<file path="config.mk">
export PLATFORM = sky130hd
export DESIGN_NAME = adc121s_spi_ctrl_flat
export DESIGN_NICKNAME = d
export VERILOG_FILES = /design/src/rtl/adc121s_spi_ctrl_if.sv /design/src/rtl/adc121s_spi_ctrl.sv /design/src/flat_wrapper.sv
export SDC_FILE = /design/constraint.sdc
export NUM_CORES = 1
export LEC_CHECK = 0
export BUFFER_PORTS_ARGS = -buffer_cell sky130_fd_sc_hd__buf_2
export CAP_MARGIN = 20
export CORE_MARGIN = 2
export CORE_UTILIZATION = 55
export DETAILED_ROUTE_END_ITERATION = 12
export GPL_TIMING_DRIVEN = 1
export PLACE_DENSITY_LB_ADDON = 0.2
export SYNTH_ARGS = -nofsm -noshare
export SYNTH_HDL_FRONTEND = slang
export SYNTH_SLANG_ARGS = --single-unit
export TNS_END_PERCENT = 30
</file>
<file path="constraint.sdc">
create_clock -name clk -period 4.9 [get_ports clk]
set_clock_uncertainty 0.15 [all_clocks]
set_input_delay 0.245 -clock clk [delete_from_list [all_inputs] [get_ports clk]]
set_output_delay 0.245 -clock clk [all_outputs]
set_load 0.01 [all_outputs]
</file>
<file path="src/rtl/adc121s_spi_ctrl_if.sv">
// Signal bundle between the ADC121S SPI controller, the ADC pins and the sample consumer.
// master: the controller side; slave: the environment (ADC pins and request/sample logic).
interface adc121s_spi_ctrl_if;
  logic        enable;
  logic        start;
  logic        adc_sdata;
  logic        adc_cs_n;
  logic        adc_sclk;
  logic [11:0] sample_data;
  logic        sample_valid;
  logic        frame_err;
  logic        busy;

  modport master (
    input  enable, start, adc_sdata,
    output adc_cs_n, adc_sclk, sample_data, sample_valid, frame_err, busy
  );

  modport slave (
    output enable, start, adc_sdata,
    input  adc_cs_n, adc_sclk, sample_data, sample_valid, frame_err, busy
  );
endinterface

</file>
<file path="src/rtl/adc121s_spi_ctrl.sv">
// SPI master for the ADC121S: CS/SCLK generation, 16-bit frame capture, 12-bit sample output.
// Optional macro ADC_SDATA_SYNC_EN adds a 2-flop synchronizer on adc_sdata (needs CLK_DIV >= 3).
module adc121s_spi_ctrl #(
  parameter int CLK_DIV        = 4,
  parameter int CS_HIGH_CYCLES = 8,
  parameter int FRAME_BITS     = 16
) (
  input  logic                 clk,
  input  logic                 rst,
  adc121s_spi_ctrl_if.master   bus
);

  localparam int DIV_W   = $clog2(CLK_DIV) + 1;
  localparam int HALF_N  = 2 * FRAME_BITS;
  localparam int HALF_W  = $clog2(HALF_N);
  localparam int QUIET_W = $clog2(CS_HIGH_CYCLES) + 1;

  typedef enum logic [2:0] {
    S_IDLE,
    S_SETUP,
    S_SHIFT,
    S_DONE,
    S_QUIET
  } state_t;

  state_t                state_q, state_d;
  logic [DIV_W-1:0]      div_q, div_d;
  logic [HALF_W-1:0]     half_q, half_d;
  logic [QUIET_W-1:0]    quiet_q, quiet_d;
  logic [FRAME_BITS-1:0] shift_q, shift_d;
  logic [11:0]           data_q, data_d;
  logic                  cs_n_q, cs_n_d;
  logic                  sclk_q, sclk_d;
  logic                  valid_q, valid_d;
  logic                  err_q, err_d;

  logic sdata_cap;
  logic div_last;
  logic half_last;
  logic quiet_last;
  logic capture;
  logic load;

`ifdef ADC_SDATA_SYNC_EN
  logic [1:0] sync_q;

  always_ff @(posedge clk) begin
    if (rst) begin
      sync_q <= '0;
    end else begin
      sync_q <= {sync_q[0], bus.adc_sdata};
    end
  end

  assign sdata_cap = sync_q[1];
`else
  assign sdata_cap = bus.adc_sdata;
`endif

  assign div_last   = (div_q == DIV_W'(CLK_DIV - 1));
  assign half_last  = (half_q == HALF_W'(HALF_N - 1));
  assign quiet_last = (quiet_q == QUIET_W'(CS_HIGH_CYCLES - 1));
  // Sample just before the falling edge that ends each SCLK-high half-period.
  assign capture    = (state_q == S_SHIFT) && half_q[0] && div_last;

  always_comb begin
    state_d = state_q;
    div_d   = div_q;
    half_d  = half_q;
    quiet_d = quiet_q;
    case (state_q)
      S_IDLE: begin
        if (bus.start || bus.enable) begin
          state_d = S_SETUP;
          div_d   = '0;
        end
      end
      S_SETUP: begin
        if (div_last) begin
          state_d = S_SHIFT;
          div_d   = '0;
          half_d  = '0;
        end else begin
          div_d = div_q + DIV_W'(1);
        end
      end
      S_SHIFT: begin
        if (div_last) begin
          div_d = '0;
          if (half_last) begin
            state_d = S_DONE;
          end else begin
            half_d = half_q + HALF_W'(1);
          end
        end else begin
          div_d = div_q + DIV_W'(1);
        end
      end
      S_DONE: begin
        state_d = S_QUIET;
        quiet_d = '0;
      end
      S_QUIET: begin
        if (quiet_last) begin
          state_d = bus.enable ? S_SETUP : S_IDLE;
          div_d   = '0;
        end else begin
          quiet_d = quiet_q + QUIET_W'(1);
        end
      end
      default: begin
        state_d = S_IDLE;
      end
    endcase
  end

  // Pin and sample registers are loaded from the next state so they line up with state_q.
  always_comb begin
    shift_d = capture ? {shift_q[FRAME_BITS-2:0], sdata_cap} : shift_q;
    load    = (state_q == S_SHIFT) && (state_d == S_DONE);
    data_d  = load ? shift_d[11:0] : data_q;
    err_d   = load ? (shift_d[15:12] != 4'd0) : err_q;
    valid_d = load;
    cs_n_d  = !((state_d == S_SETUP) || (state_d == S_SHIFT));
    sclk_d  = (state_d == S_SHIFT) ? half_d[0] : 1'b1;
  end

  always_ff @(posedge clk) begin
    if (rst) begin
      state_q <= S_IDLE;
      div_q   <= '0;
      half_q  <= '0;
      quiet_q <= '0;
      shift_q <= '0;
      data_q  <= '0;
      cs_n_q  <= 1'b1;
      sclk_q  <= 1'b1;
      valid_q <= 1'b0;
      err_q   <= 1'b0;
    end else begin
      state_q <= state_d;
      div_q   <= div_d;
      half_q  <= half_d;
      quiet_q <= quiet_d;
      shift_q <= shift_d;
      data_q  <= data_d;
      cs_n_q  <= cs_n_d;
      sclk_q  <= sclk_d;
      valid_q <= valid_d;
      err_q   <= err_d;
    end
  end

  assign bus.adc_cs_n     = cs_n_q;
  assign bus.adc_sclk     = sclk_q;
  assign bus.sample_data  = data_q;
  assign bus.sample_valid = valid_q;
  assign bus.frame_err    = err_q;
  assign bus.busy         = (state_q != S_IDLE);

endmodule
</file>
<file path="src/flat_wrapper.sv">
// flat-port wrapper written by rule: the top's interface ports become plain ports
module adc121s_spi_ctrl_flat 
#(
  parameter int CLK_DIV        = 4,
  parameter int CS_HIGH_CYCLES = 8,
  parameter int FRAME_BITS     = 16
)
  (clk, rst, bus_enable, bus_start, bus_adc_sdata, bus_adc_cs_n, bus_adc_sclk, bus_sample_data, bus_sample_valid, bus_frame_err, bus_busy);
  adc121s_spi_ctrl_if bus_i ();
  input  logic clk;
  input  logic rst;
  input wire logic [$bits(bus_i.enable)-1:0] bus_enable;
  input wire logic [$bits(bus_i.start)-1:0] bus_start;
  input wire logic [$bits(bus_i.adc_sdata)-1:0] bus_adc_sdata;
  output wire logic [$bits(bus_i.adc_cs_n)-1:0] bus_adc_cs_n;
  output wire logic [$bits(bus_i.adc_sclk)-1:0] bus_adc_sclk;
  output wire logic [$bits(bus_i.sample_data)-1:0] bus_sample_data;
  output wire logic [$bits(bus_i.sample_valid)-1:0] bus_sample_valid;
  output wire logic [$bits(bus_i.frame_err)-1:0] bus_frame_err;
  output wire logic [$bits(bus_i.busy)-1:0] bus_busy;
  assign bus_i.enable = bus_enable;
  assign bus_i.start = bus_start;
  assign bus_i.adc_sdata = bus_adc_sdata;
  assign bus_adc_cs_n = bus_i.adc_cs_n;
  assign bus_adc_sclk = bus_i.adc_sclk;
  assign bus_sample_data = bus_i.sample_data;
  assign bus_sample_valid = bus_i.sample_valid;
  assign bus_frame_err = bus_i.frame_err;
  assign bus_busy = bus_i.busy;
  adc121s_spi_ctrl #(.CLK_DIV(CLK_DIV), .CS_HIGH_CYCLES(CS_HIGH_CYCLES), .FRAME_BITS(FRAME_BITS)) u_core (.clk(clk), .rst(rst), .bus(bus_i));
endmodule
</file>
==> run_results.csv, run 1 <==
group,metric,value,unit
sta,max_freq,398.9,MHz
sta,setup-tns-final,0,ps
critical_path,cp_max_fo,18,
die,fp-row-count,21,
cts,cts_made_buffers,5,
die,die_area,4083,µm²
synth,synth_top_area_cell,"dfxtp_1",
layout,multi_input_area,952.2,µm²
sta,slew_headroom,39.74,%
route,drc_errors,0,
cts,cts_sinks,47,
status,status,"complete, no violations",
layout,nFillCells,292,
critical_path,arrival,2570,ps
synth,synthFlopType,"dfxtp_1",
global_routing,use_met1,21.91,%
critical_path,cp-start-kind,"register",
critical_path,worstPathCellList,"nor3b_2 -> and3_1 -> mux2i_1 -> a211oi_2",
synth,syn_inst,200,
global_routing,busiest_layer,"met2",
synth,synth_fp_nets,209,
global_routing,grt_pass1_wl,6009,µm
route,wl_per_cell,12.77,µm
route,num_vias,1443,
place,hpwlAfterDp,2297,µm
run,maxCapViolCount,0,
synth,seq_area_frac_synth,47.69,%
critical_path,slowest_stage,"and3_1",
power,p_total,589.1,µW
power,max-vdd-ir-drop,0.2128,mV
die,core-area,3390,µm²
synth,synthTopCellsByCount,"47 x dfxtp_1, 38 x nor2_1, 17 x mux2i_1",
synth,ys_types,43,
route,first_pass_iters,4,
die,die_x,63.90,µm
power,pwr_density_cell,276.5,nW/µm²
cts,clk_pin_slew,130,ps
layout,final_nets,227,
layout,seq_area,940.9,µm²
synth,syn_area,1973,µm²
synth,synth_edf_count,0,
critical_path,crit_path_max_incr_delay,810,ps
synth,synth-async-reset-ratio,0,%
die,initial_utilization,58.21,%
synth,synthTopCellsByArea,"dfxtp_1 48%, mux2i_1 8.6%, nor2_1 7.2%",
global_routing,grt_remaining_overflow,0,
layout,antenna_cells,0,
place,io_buffers,21,
sta,hold_viol,0,
critical_path,crit_type,"reg -> reg",
global_routing,grt_pass1_vias,1423,
sta,layout_worst_path_cycle_share,51.16,%
sta,max_slew.worst_pin.slew,903.9,ps
die,num_io_pins,22,
cts,clk_path_buf_depth,2,
sta,min_period,2507,ps
power,p_leak,0.7996,nW
die,fp.dieH,63.90,µm
cts,cts_max_level,2,
synth,ys_ff_latch,47,
cts,clock-root-buffer,"clkbuf_4",
hold_path,hp-class,"in -> reg",
cts,cts_resized,0,
synth,synth_most_common_cell,"dfxtp_1",
global_routing,grt_use_met3,5.634,%
critical_path,reg2reg_slack,2390,ps
cts,cts_tree,"built",
layout,synthToLayoutAreaGrowth,7.990,%
layout,post-route-util,62.86,%
global_routing,grtUsageTotal,18.45,%
critical_path,cp.buffers_inverters,0,
critical_path,critical-path-top-delay-family,"simple AND/OR/NAND/NOR gates",
sta,rsz0062_at_grt,"false",
cts,cts_setup_buffers,0,
synth,synth_top_cell_area_share,47.69,%
place,gp_congestion,0.8230,
synth,ys_warn_count,0,
route,avgViaCountPerCell,5.466,
global_routing,antenna_found_initial,0,
global_routing,grt_max_degree,42,
sta,final_max_slew_viol_count,0,
critical_path,cp-end-kind,"register",
critical_path,critical_path_required,4960,ps
layout,drive_gt1_share,18.81,%
cts,insertion_delay,350,ps
synth,synth_area_per_cell,9.866,µm²
sta,finalSetupViolations,0,
global_routing,met2_usage,30.86,%
route,drt_iter0_markers,128,
cts,hold_buffers,0,
sta,whs,24.40,ps
route,ant_nets,0,
route,finalWirelength,3371,µm
==> worst min-delay path: stages <==
cell,delay [ps]
buf_2,80
mux2i_1,80
nor2_1,90
==> report_power, final <==
group	internal (mW)	leakage [nW]	switching, mW
Clock	0.0667	0.0341	0.115
Combinational	0.00736	0.386	0.0130
Sequential	0.384	0.379	0.00299
==> stage by stage <==
step                cells  setup WS (ps)  instance area [µm²]
floorplan             200           2861                 1973
global placement      257           2531                 2074
detailed placement    257           2446                 2074
CTS                   264           2420                 2131
global route          264           2215                 2131
finish                264           2393                 2131
==> kinds of logic after synthesis <==
kind of cell | count (synthesis) | synth area share, %
AOI/OAI and AO/OA | 37 | 14.84
adders and majority gates | 4 | 2.537
buffers and inverters | 14 | 4.058
muxes | 17 | 8.624
xor gates and xnor gates | 3 | 1.332
and+or+nand+nor | 78 | 20.93
DFF | 47 | 47.69
==> state kept, by name, indices dropped and copies added (netlist names) <==
signal	cells
u_core.half_q	5
u_core.bus.sample_data	12
u_core.bus.adc_sclk	1
u_core.div_q	3
u_core.shift_q	16
u_core.quiet_q	4
u_core.bus.frame_err	1
u_core.bus.adc_cs_n	1
u_core.state_q	3
u_core.bus.sample_valid	1
==> layout by cell type, fill, tap and decap left out, types with 2 or more instances in the layout <==
cell type / instances
dfxtp_1: 47
nor2_1: 38
buf_2: 21
mux2i_1: 17
a21oi_1: 8
a211oi_2: 7
nor3_1: 5
nand2_1: 5
a211oi_1: 5
clkbuf_4: 5
nand2b_1: 4
o21ai_0: 4
ha_1: 4
and3_1: 3
inv_1: 3
nand3_1: 3
o211ai_1: 3
or3_1: 2
nor3b_2: 2
nor2b_1: 2
nand3b_1: 2
nor4b_1: 2
and2_1: 2
nor3b_1: 2
xor2_1: 2
==> routing by layer <==
| metal | share of wire, % | vias up |
|---|---|---|
| li1 | - | 743 |
| met1 | 47 | 661 |
| met2 | 46 | 32 |
| met3 | 4.7 | 7 |
| met4 | 1.7 | 0 |
| met5 | 0 | - |
==> path summary, 6_finish.rpt <==
check	cells after the start	from	to
max reg2reg	4	u_core.state_q[1]$_SDFF_PP0_	u_core.bus.sample_data[10]$_SDFFE_PP0P_
min	3	bus_adc_sdata	u_core.shift_q[0]$_SDFF_PP0_
max	4	u_core.state_q[1]$_SDFF_PP0_	u_core.bus.sample_data[10]$_SDFFE_PP0P_
min reg2reg	2	u_core.half_q[4]$_SDFFE_PP0P_	u_core.half_q[4]$_SDFFE_PP0P_
==> layout make-up <==
cell class	instances	share of cell area (%)
clock inverter	1	0.2349
timing repair buffer	22	5.285
clock buffer	6	2.408
tap	46	2.701
inverter	3	0.5285
multi-input combinational	139	44.69
sequential	47	44.16
No activity file was read; power rests on OpenSTA's default activity.
==> run 2, diff against run 1 <==
CORE_UTILIZATION = 51   (was 55)
clock period = 2.2 ns   (was 4.9 ns; I/O delays follow)
==> run 2 against run 1 <==
Count of clock-buffer cells in the layout unchanged. Largest cell class unchanged. Die area up 7.3%. Global-route usage down 0.18 points. Sequential share of layout area down 2.1 points. Register-to-register slack worse by 2200 ps. Critical path depth up 3. First-iteration DRC count down 52%. Final area up 5.1%. Worst setup slack worse by 2200 ps. Routed wire length up 2.6%. Core utilization down 2.1 points. Flip-flop and latch count unchanged.
==> run_results.csv, run 2 (synthesis gave the netlist of run 1 again) <==
group,metric,value,unit
die,die_area,4382,µm²
route,num_vias,1487,
status,status,"complete, no violations",
layout,antenna_cells,0,
place,dp_cells,264,
die,core-area,3689,µm²
power,p_total,1.416,mW
sta,worst_slack,162.0,ps
layout,largest_reg_flops,16,
sta,whs,15.21,ps
place,io_buffers,21,
critical_path,worstPathCellList,"ha_1 -> and3_1 -> ha_1 -> nor3b_1 -> o21ai_0 -> mux2i_1 -> nor2_1",
sta,slew_headroom,66.02,%
layout,post-route-util,60.72,%
critical_path,crit_type,"reg -> reg",
route,drt_iter0_markers,61,
critical_path,critical_path_required,2210,ps
sta,rsz0062_at_grt,"true",
global_routing,antenna_found_initial,0,
die,initial_utilization,53.49,%
global_routing,grt_max_degree,30,
route,first_pass_iters,4,
layout,fin_area,2240,µm²
power,p_leak,0.8514,nW
critical_path,crit_path_max_incr_delay,380,ps
layout,final_common_cell,"dfxtp_1",
die,fp-row-count,22,
die,die_x,66.20,µm
sta,min_period,2038,ps
hold_path,min_from,"bus_enable",
layout,drive_gt1_share,20.89,%
critical_path,slowest_stage,"nor3b_1",
sta,max_freq,490.7,MHz
route,finalWirelength,3457,µm
critical_path,critPathLaunch,"u_core.half_q[0]$_SDFF_PP0_",
die,fp.dieH,66.20,µm
sta,setup-tns-final,0,ps
critical_path,reg2reg_slack,160,ps
layout,instances_no_fill,273,
sta,finalSetupViolations,0,
cts,clk_path_buf_depth,2,
place,hpwlAfterDp,2495,µm
critical_path,cp_max_fo,6,
die,num_io_pins,22,
critical_path,crit_top_cell,"ha_1",
sta,max_slew.worst_pin.slew,505.4,ps
power,pwr_density_cell,632.0,nW/µm²
layout,nFillCells,311,
global_routing,grt_pass1_vias,1451,
layout,final_nets,234,
critical_path,cp-start-kind,"register",
global_routing,grt_pass1_wl,6147,µm
cts,cts_tree,"built",
layout,top_register,"u_core.shift_q",
route,avgViaCountPerCell,5.447,
route,ant_nets,0,
global_routing,grtUsageTotal,18.28,%
hold_path,hp-class,"in -> reg",
power,max-vdd-ir-drop,0.4219,mV
critical_path,cp-end-kind,"register",
cts,clk_pin_slew,80,ps
global_routing,grt_remaining_overflow,0,
route,drc_errors,0,
critical_path,arrival,2050,ps
layout,synthToLayoutAreaGrowth,13.51,%
sta,final_max_slew_viol_count,0,
cts,clock-root-buffer,"clkbuf_8",
cts,cts_max_level,2,
run,maxCapViolCount,0,
route,wl_per_cell,12.66,µm
layout,layout_common_cells,"46 x dfxtp_1, 38 x nor2_1, 21 x buf_2, 17 x mux2i_1, 8 x a21oi_1",
sta,hold_viol,0,
cts,insertion_delay,290,ps
sta,layout_worst_path_cycle_share,92.64,%
place,pre_cts_ws,53.12,ps
place,placed_area,2127,µm²
cts,cts_sinks,47,
place,gp_congestion,0.8294,
critical_path,r2r_start,"u_core.half_q[0]$_SDFF_PP0_",
cts,cts_made_buffers,5,
## run 2: cell count changes in the layout (fill, tap and decap cells not counted), sizes merged
cell / delta
buf: +5
dlygate4sd3: +2
## run 2: critical path: cells and delay by family, from the launching register on
kind	cells	cell delay (ps)
AND/OR/NAND/NOR	3	620
AO/OA/AOI/OAI	1	200
multiplexers	1	190
flip-flops	1	350
adder cells (fa/ha/maj)	2	420
## run 2: per-layer routing
metal | global-route usage (%) | vias up | share of wire, %
met5 | 0 | - | 0
met4 | 8.163 | 0 | 1.9
met3 | 5.281 | 8 | 3.4
met2 | 31.37 | 26 | 51
met1 | 20.87 | 697 | 44
li1 | - | 756 | -
## run 2: area by class of cell
class	count	area (µm²)	area share, %
tap	48	60.06	2.682
timing repair buffer	29	186.4	8.324
inverter	3	11.26	0.5028
multi-input combinational	139	952.2	42.51
clock inverter	1	5.005	0.2235
clock buffer	6	82.58	3.687
sequential	47	942.2	42.07
## run 2: power by group
part           internal, mW  switching [mW]
clock                 0.246           0.258
combinational        0.0200          0.0299
sequential            0.855         0.00634
## run 2: repair_timing
item | in CTS | in global routing
hold buffers | 2 | 0
setup buffers | 0 | 0
setup endpoints to repair | 0 | 15
gates resized for setup | 0 | 2
hold endpoints to repair | 3 | 0
## run 2: path summary, 6_finish.rpt
kind | to | depth (start not counted)
worst max-delay path | u_core.half_q[1]$_SDFFE_PP0P_ | 7
worst min-delay path | u_core.bus.adc_sclk$_SDFF_PP1_ | 3
worst max register to register | u_core.half_q[1]$_SDFFE_PP0P_ | 7
worst min register to register | u_core.half_q[4]$_SDFFE_PP0P_ | 2
==> run 3, diff against run 2 <==
GPL_TIMING_DRIVEN = 0   (was 1)
==> run 3 against run 2 <==
Total power up 3.6%. Critical path depth up 1. Global-route usage up 1.5 points. Final area up 2.7%. Critical endpoint is now u_core.bus.adc_cs_n$_SDFF_PP1_.
==> run_results.csv, run 3 (synthesis gave the netlist of run 1 again) <==
group,metric,value,unit
status,status,"complete, no violations",
critical_path,crit_type,"reg -> reg",
place,hpwlAfterDp,2724,µm
critical_path,worstPathCellList,"ha_1 -> and3_1 -> ha_1 -> inv_1 -> nor4_4 -> buf_4 -> a221oi_2 -> mux2i_1",
critical_path,slowest_stage,"dfxtp_1",
die,core-area,3689,µm²
place,placed_area,2138,µm²
place,dp_cells,269,
power,pwr_density_cell,637.6,nW/µm²
critical_path,cp_max_fo,7,
global_routing,antenna_found_initial,0,
sta,min_period,2045,ps
route,avgViaCountPerCell,5.496,
sta,layout_worst_path_cycle_share,92.97,%
sta,worst_slack,154.6,ps
layout,layout_common_cells,"47 x dfxtp_1, 38 x nor2_1, 24 x buf_2, 16 x mux2i_1, 8 x a21oi_1",
critical_path,cp-end-kind,"register",
hold_path,hp-class,"in -> reg",
cts,clk_path_buf_depth,2,
critical_path,critical_path_required,2280,ps
route,drc_errors,0,
hold_path,worst_hold_path.num_cells,5,
layout,instances_no_fill,282,
critical_path,critPathLaunch,"u_core.half_q[0]$_SDFF_PP0_",
cts,insertion_delay,290,ps
place,io_buffers,21,
power,power_frac_seq,58.5,%
place,gp_congestion,0.8443,
sta,rsz0062_at_grt,"false",
route,num_vias,1550,
hold_path,min_from,"bus_start",
layout,fin_area,2301,µm²
power,intPower,1.164,mW
critical_path,reg2reg_depth,8,
route,wl_per_cell,13.44,µm
cts,clock-root-buffer,"clkbuf_8",
layout,top_register,"u_core.shift_q",
layout,drive_gt1_share,22.22,%
route,ant_nets,0,
power,p_leak,0.8824,nW
cts,cts_tree,"built",
global_routing,grt_pass1_wl,6596,µm
critical_path,r2r_start,"u_core.half_q[0]$_SDFF_PP0_",
cts,clk_pin_slew,80,ps
global_routing,grt_remaining_overflow,0,
die,num_io_pins,22,
power,switching_share,20.63,%
critical_path,crit_top_cell,"ha_1",
die,initial_utilization,53.49,%
sta,max_freq,488.9,MHz
die,fp.dieH,66.20,µm
die,die_x,66.20,µm
route,finalWirelength,3791,µm
power,clkPwrFrac,37.5,%
critical_path,crit_path_max_incr_delay,360,ps
layout,antenna_cells,0,
sta,finalSetupViolations,0,
cts,cts_sinks,47,
global_routing,grt_pass1_vias,1532,
sta,slew_headroom,52.58,%
cts,cts_max_level,2,
sta,max_slew.worst_pin.slew,711.2,ps
route,drt_iter0_markers,127,
sta,whs,266.7,ps
power,switchingPower,302.6,µW
place,pre_cts_ws,-246.3,ps
die,die_area,4382,µm²
layout,final_common_cell,"dfxtp_1",
sta,final_max_slew_viol_count,0,
critical_path,cp-start-kind,"register",
die,fp-row-count,22,
sta,setup-tns-final,0,ps
sta,hold_viol,0,
cts,cts_made_buffers,5,
global_routing,grt_max_degree,14,
global_routing,grtUsageTotal,19.81,%
route,first_pass_iters,4,
layout,synthToLayoutAreaGrowth,16.61,%
critical_path,arrival,2120,ps
power,p_comb_share,4.1,%
layout,largest_reg_flops,16,
run,maxCapViolCount,0,
layout,final_nets,242,
power,max-vdd-ir-drop,0.4666,mV
-- run 3: path summary, 6_finish.rpt --
kind | to | slack (ps)
setup reg to reg | u_core.bus.adc_cs_n$_SDFF_PP1_ | 150
hold reg to reg | u_core.half_q[4]$_SDFFE_PP0P_ | 320
hold / removal | u_core.bus.adc_sclk$_SDFF_PP1_ | 270
setup / recovery | u_core.bus.adc_cs_n$_SDFF_PP1_ | 150
-- run 3: power by group through the flow --
stage	Sequential, mW	Combinational, mW	Clock, mW
detailed placement	0.878	0.0546	0
CTS	0.858	0.0576	0.564
global placement	0.878	0.0524	0
floorplan	0.878	0.0357	0
global route	0.859	0.0673	0.603
finish	0.858	0.0597	0.550
-- run 3: layout make-up --
type                       count  area (µm²)
buffer                        11       71.32
clock buffer                   8       100.1
fill                         317        1388
inverter                       3       11.26
multi-input combinational    139       967.2
sequential                    47       940.9
tap                           48       60.06
timing repair buffer          26       150.1
-- run 3: stage by stage --
step	utilization, %	power (mW)
2_1_floorplan	-	0.9141
3_3_place_gp	57.97	0.9301
3_5_place_dp	57.97	0.9328
4_1_cts	61.64	1.480
5_1_grt	62.38	1.529
6_report	62.38	1.467
-- run 3: metal layers --
layer  wire length, µm  global-route usage, %  vias to the layer above
li1                  -                      -                      774
met1              1650                  21.90                      742
met2              1925                  35.00                       26
met3               147                  5.622                        8
met4                68                  8.673                        0
met5                 0                      0                        -
-- run 3: what timing repair did --
action / CTS / global route
buffers inserted: 2 / 0
gates resized for setup: 0 / 4
endpoints found under the setup margin: 15 / 6
hold buffers: 2 / 1
cloned: 0 / 0
pin swaps: 1 / 0
hold endpoints to repair: 3 / 2
-- run 3: critical path, delay by kind of cell, from the launching register on --
family	cells	cell delay (ps)
flops	1	360
fa+ha+maj	2	450
mux	1	220
simple gates	2	220
buf+inv	2	280
compound gates	1	300
